**config.mk**
```make
export PLATFORM = sky130hd
export DESIGN_NAME = contador_mod_updown
export DESIGN_NICKNAME = d
export VERILOG_FILES = /design/src/rtl/contador_pkg.sv /design/src/rtl/contador_mod_updown.sv
export SDC_FILE = /design/constraint.sdc
export NUM_CORES = 1
export LEC_CHECK = 0
export BUFFER_PORTS_ARGS = -buffer_cell sky130_fd_sc_hd__buf_4
export CAP_MARGIN = 20
export CORE_MARGIN = 2
export CORE_UTILIZATION = 26
export CTS_BUF_LIST = sky130_fd_sc_hd__clkbuf_4 sky130_fd_sc_hd__clkbuf_8
export CTS_CLUSTER_SIZE = 24
export DETAILED_ROUTE_END_ITERATION = 10
export GPL_ROUTABILITY_DRIVEN = 0
export HOLD_SLACK_MARGIN = 0.05
export PLACE_DENSITY = 0.57
export SYNTH_ARGS = -nofsm -noshare
export SYNTH_HDL_FRONTEND = slang
export SYNTH_SLANG_ARGS = --single-unit
```
**constraint.sdc**
```tcl
create_clock -name clock -period 5.5 [get_ports clock]
set_input_delay 0 -clock clock [delete_from_list [all_inputs] [get_ports clock]]
set_output_delay 0 -clock clock [all_outputs]
set_load 0.02 [all_outputs]
```
**src/rtl/contador_pkg.sv**
```systemverilog
// -----------------------------------------------------------------------------
// contador_pkg
//
// Shared definitions for the contador counter family.
//   CNT_WRAP / CNT_SAT : values for the SAT parameter of contador_mod_updown.
//                        Instances should name these rather than pass 0 / 1.
//   cnt_op_t           : the single operation selected on a clock edge, in
//                        priority order clear > load > count > hold.
// -----------------------------------------------------------------------------
package contador_pkg;

    localparam int CNT_WRAP = 0;
    localparam int CNT_SAT  = 1;

    typedef enum logic [1:0] {
        OP_HOLD  = 2'd0,
        OP_COUNT = 2'd1,
        OP_LOAD  = 2'd2,
        OP_CLEAR = 2'd3
    } cnt_op_t;

endpackage : contador_pkg

```
**src/rtl/contador_mod_updown.sv**
```systemverilog
// -----------------------------------------------------------------------------
// contador_mod_updown
//
// Parametrised synchronous up/down counter over the range 0..M-1, with
// wrap-or-saturate terminal behaviour, parallel load with clamping, cascadable
// enables (ent/enp/rco), mid-point flag, registered compare pulse and a sticky
// terminal-event flag.
//
// Parameters:
//   N    : counter width in bits.
//   M    : modulus, 2 <= M <= 2^N.
//   MEIO : value of Q that raises meio, MEIO < M.
//   SAT  : CNT_WRAP (wrap at the ends) or CNT_SAT (hold at the ends).
//
// Ports:
//   clock : rising-edge clock.
//   clr   : asynchronous active-low reset (Q, hit, ovf -> 0).
//   sclr  : synchronous active-low clear (Q, hit, ovf -> 0).
//   ld    : synchronous active-low parallel load of D (clamped to M-1).
//   ent   : count enable T; also gates rco.
//   enp   : count enable P.
//   up    : direction, 1 = up, 0 = down.
//   D     : load value.
//   cmp   : compare value for hit.
//   Q     : count.
//   rco   : ripple carry, combinational from Q, ent, up.
//   meio  : Q == MEIO, combinational.
//   hit   : one-cycle pulse after a count step lands on cmp.
//   ovf   : sticky, set on any wrap/saturate edge, cleared by clr or sclr.
// -----------------------------------------------------------------------------
module contador_mod_updown
    import contador_pkg::*;
#(
    parameter int N    = 4,
    parameter int M    = 16,
    parameter int MEIO = 7,
    parameter int SAT  = CNT_WRAP
) (
    input  logic         clock,
    input  logic         clr,
    input  logic         sclr,
    input  logic         ld,
    input  logic         ent,
    input  logic         enp,
    input  logic         up,
    input  logic [N-1:0] D,
    input  logic [N-1:0] cmp,
    output logic [N-1:0] Q,
    output logic         rco,
    output logic         meio,
    output logic         hit,
    output logic         ovf
);

    // ------------------------------------------------------------------
    // Elaboration-time parameter checks
    // ------------------------------------------------------------------
    if (M < 2 || M > (1 << N)) begin : g_bad_modulus
        $error("contador_mod_updown: M=%0d must lie in 2..2^N (N=%0d)", M, N);
    end

    if (MEIO < 0 || MEIO >= M) begin : g_bad_meio
        $error("contador_mod_updown: MEIO=%0d must be below M=%0d", MEIO, M);
    end

    if (SAT != CNT_WRAP && SAT != CNT_SAT) begin : g_bad_sat
        $error("contador_mod_updown: SAT=%0d must be CNT_WRAP or CNT_SAT", SAT);
    end

    // ------------------------------------------------------------------
    // Constants at N+1 bits: M itself is 2^N in the full-range case and
    // would not fit in N bits, so every range comparison is done one bit
    // wider.
    // ------------------------------------------------------------------
    localparam logic [N:0] M_EXT    = (N+1)'(M);
    localparam logic [N:0] TOP_EXT  = (N+1)'(M - 1);
    localparam logic [N:0] MEIO_EXT = (N+1)'(MEIO);
    localparam logic [N:0] ONE_EXT  = (N+1)'(1);
    localparam bit         SATURATE = (SAT == CNT_SAT);

    logic [N:0] q_ext;
    logic [N:0] d_ext;
    logic [N:0] cmp_ext;
    logic [N:0] q_next_ext;
    logic       at_top;
    logic       at_bot;
    logic       terminal;
    logic       count_en;
    logic       ovf_next;
    logic       hit_next;
    cnt_op_t    op;

    assign q_ext   = {1'b0, Q};
    assign d_ext   = {1'b0, D};
    assign cmp_ext = {1'b0, cmp};

    // Terminal detect depends on direction: the top end when counting up,
    // zero when counting down.
    assign at_top   = (q_ext == TOP_EXT);
    assign at_bot   = (q_ext == '0);
    assign terminal = up ? at_top : at_bot;
    assign count_en = ent & enp;

    // rco deliberately ignores enp so a cascade can be frozen through enp
    // without breaking the carry chain into the next stage.
    assign rco  = ent & terminal;
    assign meio = (q_ext == MEIO_EXT);

    // ------------------------------------------------------------------
    // Operation select, strict priority clear > load > count > hold.
    // ------------------------------------------------------------------
    always_comb begin
        if (!sclr) begin
            op = OP_CLEAR;
        end else if (!ld) begin
            op = OP_LOAD;
        end else if (count_en) begin
            op = OP_COUNT;
        end else begin
            op = OP_HOLD;
        end
    end

    // ------------------------------------------------------------------
    // Next-value mux, overflow and compare.
    // ------------------------------------------------------------------
    always_comb begin
        // NOTE: every output of this block gets a default first so no path
        // leaves a signal unassigned, which would otherwise infer a latch.
        q_next_ext = q_ext;
        ovf_next   = ovf;
        hit_next   = 1'b0;

        unique case (op)
            OP_CLEAR: begin
                q_next_ext = '0;
                ovf_next   = 1'b0;
            end

            OP_LOAD: begin
                // Out-of-range load values clamp to the top of the range.
                q_next_ext = (d_ext >= M_EXT) ? TOP_EXT : d_ext;
            end

            OP_COUNT: begin
                if (terminal) begin
                    ovf_next = 1'b1;
                    if (SATURATE) begin
                        q_next_ext = q_ext;
                    end else begin
                        q_next_ext = up ? '0 : TOP_EXT;
                    end
                end else begin
                    q_next_ext = up ? (q_ext + ONE_EXT) : (q_ext - ONE_EXT);
                end

                // A saturated hold is not a step, so it never hits. cmp
                // values at or above M are excluded explicitly as well.
                hit_next = !(terminal && SATURATE)
                        && (cmp_ext < M_EXT)
                        && (q_next_ext == cmp_ext);
            end

            default: begin
                // OP_HOLD: defaults already hold Q and ovf, hit drops.
            end
        endcase
    end

    // ------------------------------------------------------------------
    // State registers.
    // ------------------------------------------------------------------
    always_ff @(posedge clock or negedge clr) begin
        if (!clr) begin
            Q   <= '0;
            hit <= 1'b0;
            ovf <= 1'b0;
        end else begin
            // NOTE: non-blocking assignments here so every register samples
            // the pre-edge values regardless of statement order.
            Q   <= q_next_ext[N-1:0];
            hit <= hit_next;
            ovf <= ovf_next;
        end
    end

endmodule : contador_mod_updown

```
==> impl_results.md <==
- Post-layout util: 0.392
- NetSw: 0.0000576 W
- Clock power share: 0.238
- DIE HEIGHT: 52.0 um
- Global route overflow: 0
- Distinct cells, synth: 34
- Final instance area: 858 um^2
- Largest net degree at the start of global routing: 13
- Final Hold Vio Count: 0
- First-pass GRT wire length: 2670 um
- Flop pwr share: 0.318
- CTS Buffer Depth: 2
- Fin crit share: 0.513
- Critical Path Fanout Max: 12
- Switching share of power: 0.349
- Critical path arrival: 3.00 ns
- TNS Setup: 0 ns
- Post-synth EDFFs: 0
- Gr usage total: 0.134
- Worst-case reg-to-reg path depth: 7
- Nets: 120
- Initial Util: 0.273
- Gates resized, CTS repair: 0
- Post-detailed-route count of antenna-violating nets: 0
- Drc violations: 0
- Netlist Area Pre-Place: 598 um^2
- FF+latch count, synth: 6
- Crit end category: flip-flop
- Fin Hold WS: 0.0862 ns
- I/O Buffers: 22
- Area contributors post-synth: dfrtp_1 25%, ha_1 6.3%, xnor2_1 5.9%
- Top Ports: 23
- Worst flop-to-flop path startpoint: Q[0]
- Met1 usage: 0.173
- Max_slew headroom: 0.747
- TritonCTS Buffers: 3
- Post-Syn Nets: 91
- DR vias: 636
- Crit path to: Q[2]
- Vias per cell: 5.01
- Post-synthesis cell count: 72
- Ys flop type: dfrtp_1
- Setup Viol. Count Final: 0
- Global route hottest layer: met2
- Routed wire length per instance: 12.3 um
- Cell type with the highest aggregate area in the netlist: dfrtp_1
- Clk slew on worst S/H paths: 0.04 ns
- Yosys warns: 0
- Final std cells w/o fill: 127
- Share of layout cells above drive strength 1: 0.283
- Max cap viols: 0
- Met2 Use GR: 0.207
- Status: finished clean
- DR iter-0 viols: 13
- Post-Syn Area per Cell: 8.31 um^2
- Dpl cells: 119
- Detailed Place HPWL: 1310 um
- Max VDD drop: 0.0762 mV
- CTS tree: yes
- Met3 Usage GRT: 0.0259
- CTS root buffer: clkbuf_4
- Critical Path Source: Q[0]
- Final slew viol count: 0
- FFs w/ async S/R, synth: 1.00
- Htree depth: 1
- Die width: 52.0 um
- Worst-Margin Slew: 0.376 ns
- Area growth syn-to-layout: 43.5%
- CP required: 5.68 ns
- Synth top area share: 0.251
- Die ar.: 2700 um^2
- Initial DRT Pass Iterations: 4
- Antenna Cells: 0
- Leak: 0.407 nW
- Tmin final: 2.82 ns
- R2r endpoint: Q[2]
- Setup bufs post-CTS: 0
- PwrDens: 192 nW/um^2
- Row cnt: 17
- Combinational share of power: 0.445
- Worst skew pair latency: 0.24 ns
- Startpoint Class: flip-flop
- R2r setup slk: 2.68 ns
- Critical path type: reg -> reg
- Clock sinks: 6
- Worst Hold Class: in -> reg
- Core area: 2190 um^2
- Placed inst area: 786 um^2
- DRT Wirelength: 1560 um
- Clock Skews: 0.00458 ns
- RSZ-0062 raised after global routing: false
- Fmax: 354 MHz
- Sequential fraction of the synthesis area: 0.251
- Number of global-route vias before repair: 625
- Initial antenna violation count: 0
- Power Internal: 0.000107 W
## synthesized netlist by cell type (2+ instances only)
cell type	number
nor2_1	7
dfrtp_1	6
nand2_1	6
a21oi_1	4
inv_1	4
xnor2_1	4
and2_1	3
ha_1	3
nand3_1	3
o21ai_0	3
a211oi_1	2
a31oi_1	2
and3_1	2
clkbuf_1	2
xor2_1	2
## per-layer routing
| metal | vias up | part of all wire |
|---|---|---|
| met1 | 290 | 0.46 |
| met5 | - | 0 |
| li1 | 322 | - |
| met4 | 0 | 0.0077 |
| met2 | 22 | 0.47 |
| met3 | 2 | 0.052 |
## cell type report
type                    count  area (um^2)
clock buffers               3         22.5
repair buffers             27          215
well taps                  28         35.0
inverters                   4         15.0
fillers                   235         1330
flip-flops and latches      6          150
multi-input cells          59          420
## state kept, by name (all words and copies together) (netlist names)
name	cells
Q	4
hit	1
ovf	1
## critical path: stages (launching register included)
cell and delay (ns):
dfrtp_1 0.55, inv_1 0.15, fa_1 0.48, xor2_1 0.23, o21ai_0 0.35, a41oi_1 0.17
a211oi_1 0.25, dlygate4sd3_1 0.58
## layout by cell type, fill, tap and decap left out, drive strengths merged, types with 2 or more instances in the layout
cell         synthesis  layout
and2                 3       3
a211oi               3       3
o21ai                3       3
xor2                 2       2
dlygate4sd3          0       5
xnor2                4       4
ha                   3       3
buf                  1      22
nand3                3       3
dfrtp                6       6
inv                  4       4
and3                 3       3
nor2                 7       7
a31oi                2       2
a21oi                4       4
nand2                6       6
clkbuf               2       3
## worst min-delay path by stage
stage / from / end / slack (ns) / cells past startpoint
3_3_place_gp: clr / Q[1] / -0.19 / 1
2_1_floorplan: clr / Q[0] / -0.30 / 0
3_5_place_dp: clr / Q[1] / -0.19 / 1
5_1_grt: cmp[3] / hit / 0.09 / 3
6_report: enp / Q[1] / 0.09 / 3
4_1_cts: cmp[3] / hit / 0.08 / 3
## power by group through the flow
stage               combinational, W  clock [W]  sequential (W)
finish                     0.0000734  0.0000393       0.0000524
global route               0.0000822  0.0000420       0.0000529
CTS                        0.0000734  0.0000404       0.0000524
detailed placement         0.0000700          0       0.0000530
global placement           0.0000696          0       0.0000530
floorplan                  0.0000454          0       0.0000538
## kinds of logic after synthesis
kind of cell,after synthesis,share of synthesized area
mux,1,0.0167
xor+xnor,6,0.0879
compound gates,21,0.259
simple gates,27,0.243
buf+inv,7,0.0460
flops,6,0.251
fa+ha+maj,4,0.0962
## stage by stage
stage / power, W / setup WS (ns)
global placement: 0.000123 / 3.15
finish: 0.000165 / 2.68
global route: 0.000177 / 2.44
CTS: 0.000166 / 2.71
detailed placement: 0.000123 / 3.11
floorplan: 0.0000992 / 3.16
## what timing repair did
action,4_1_cts,5_1_grt
hold buffers,5,0
setup endpoints to repair,0,0
hold endpoints to repair,11,0
(Power assumes the default switching activity.)
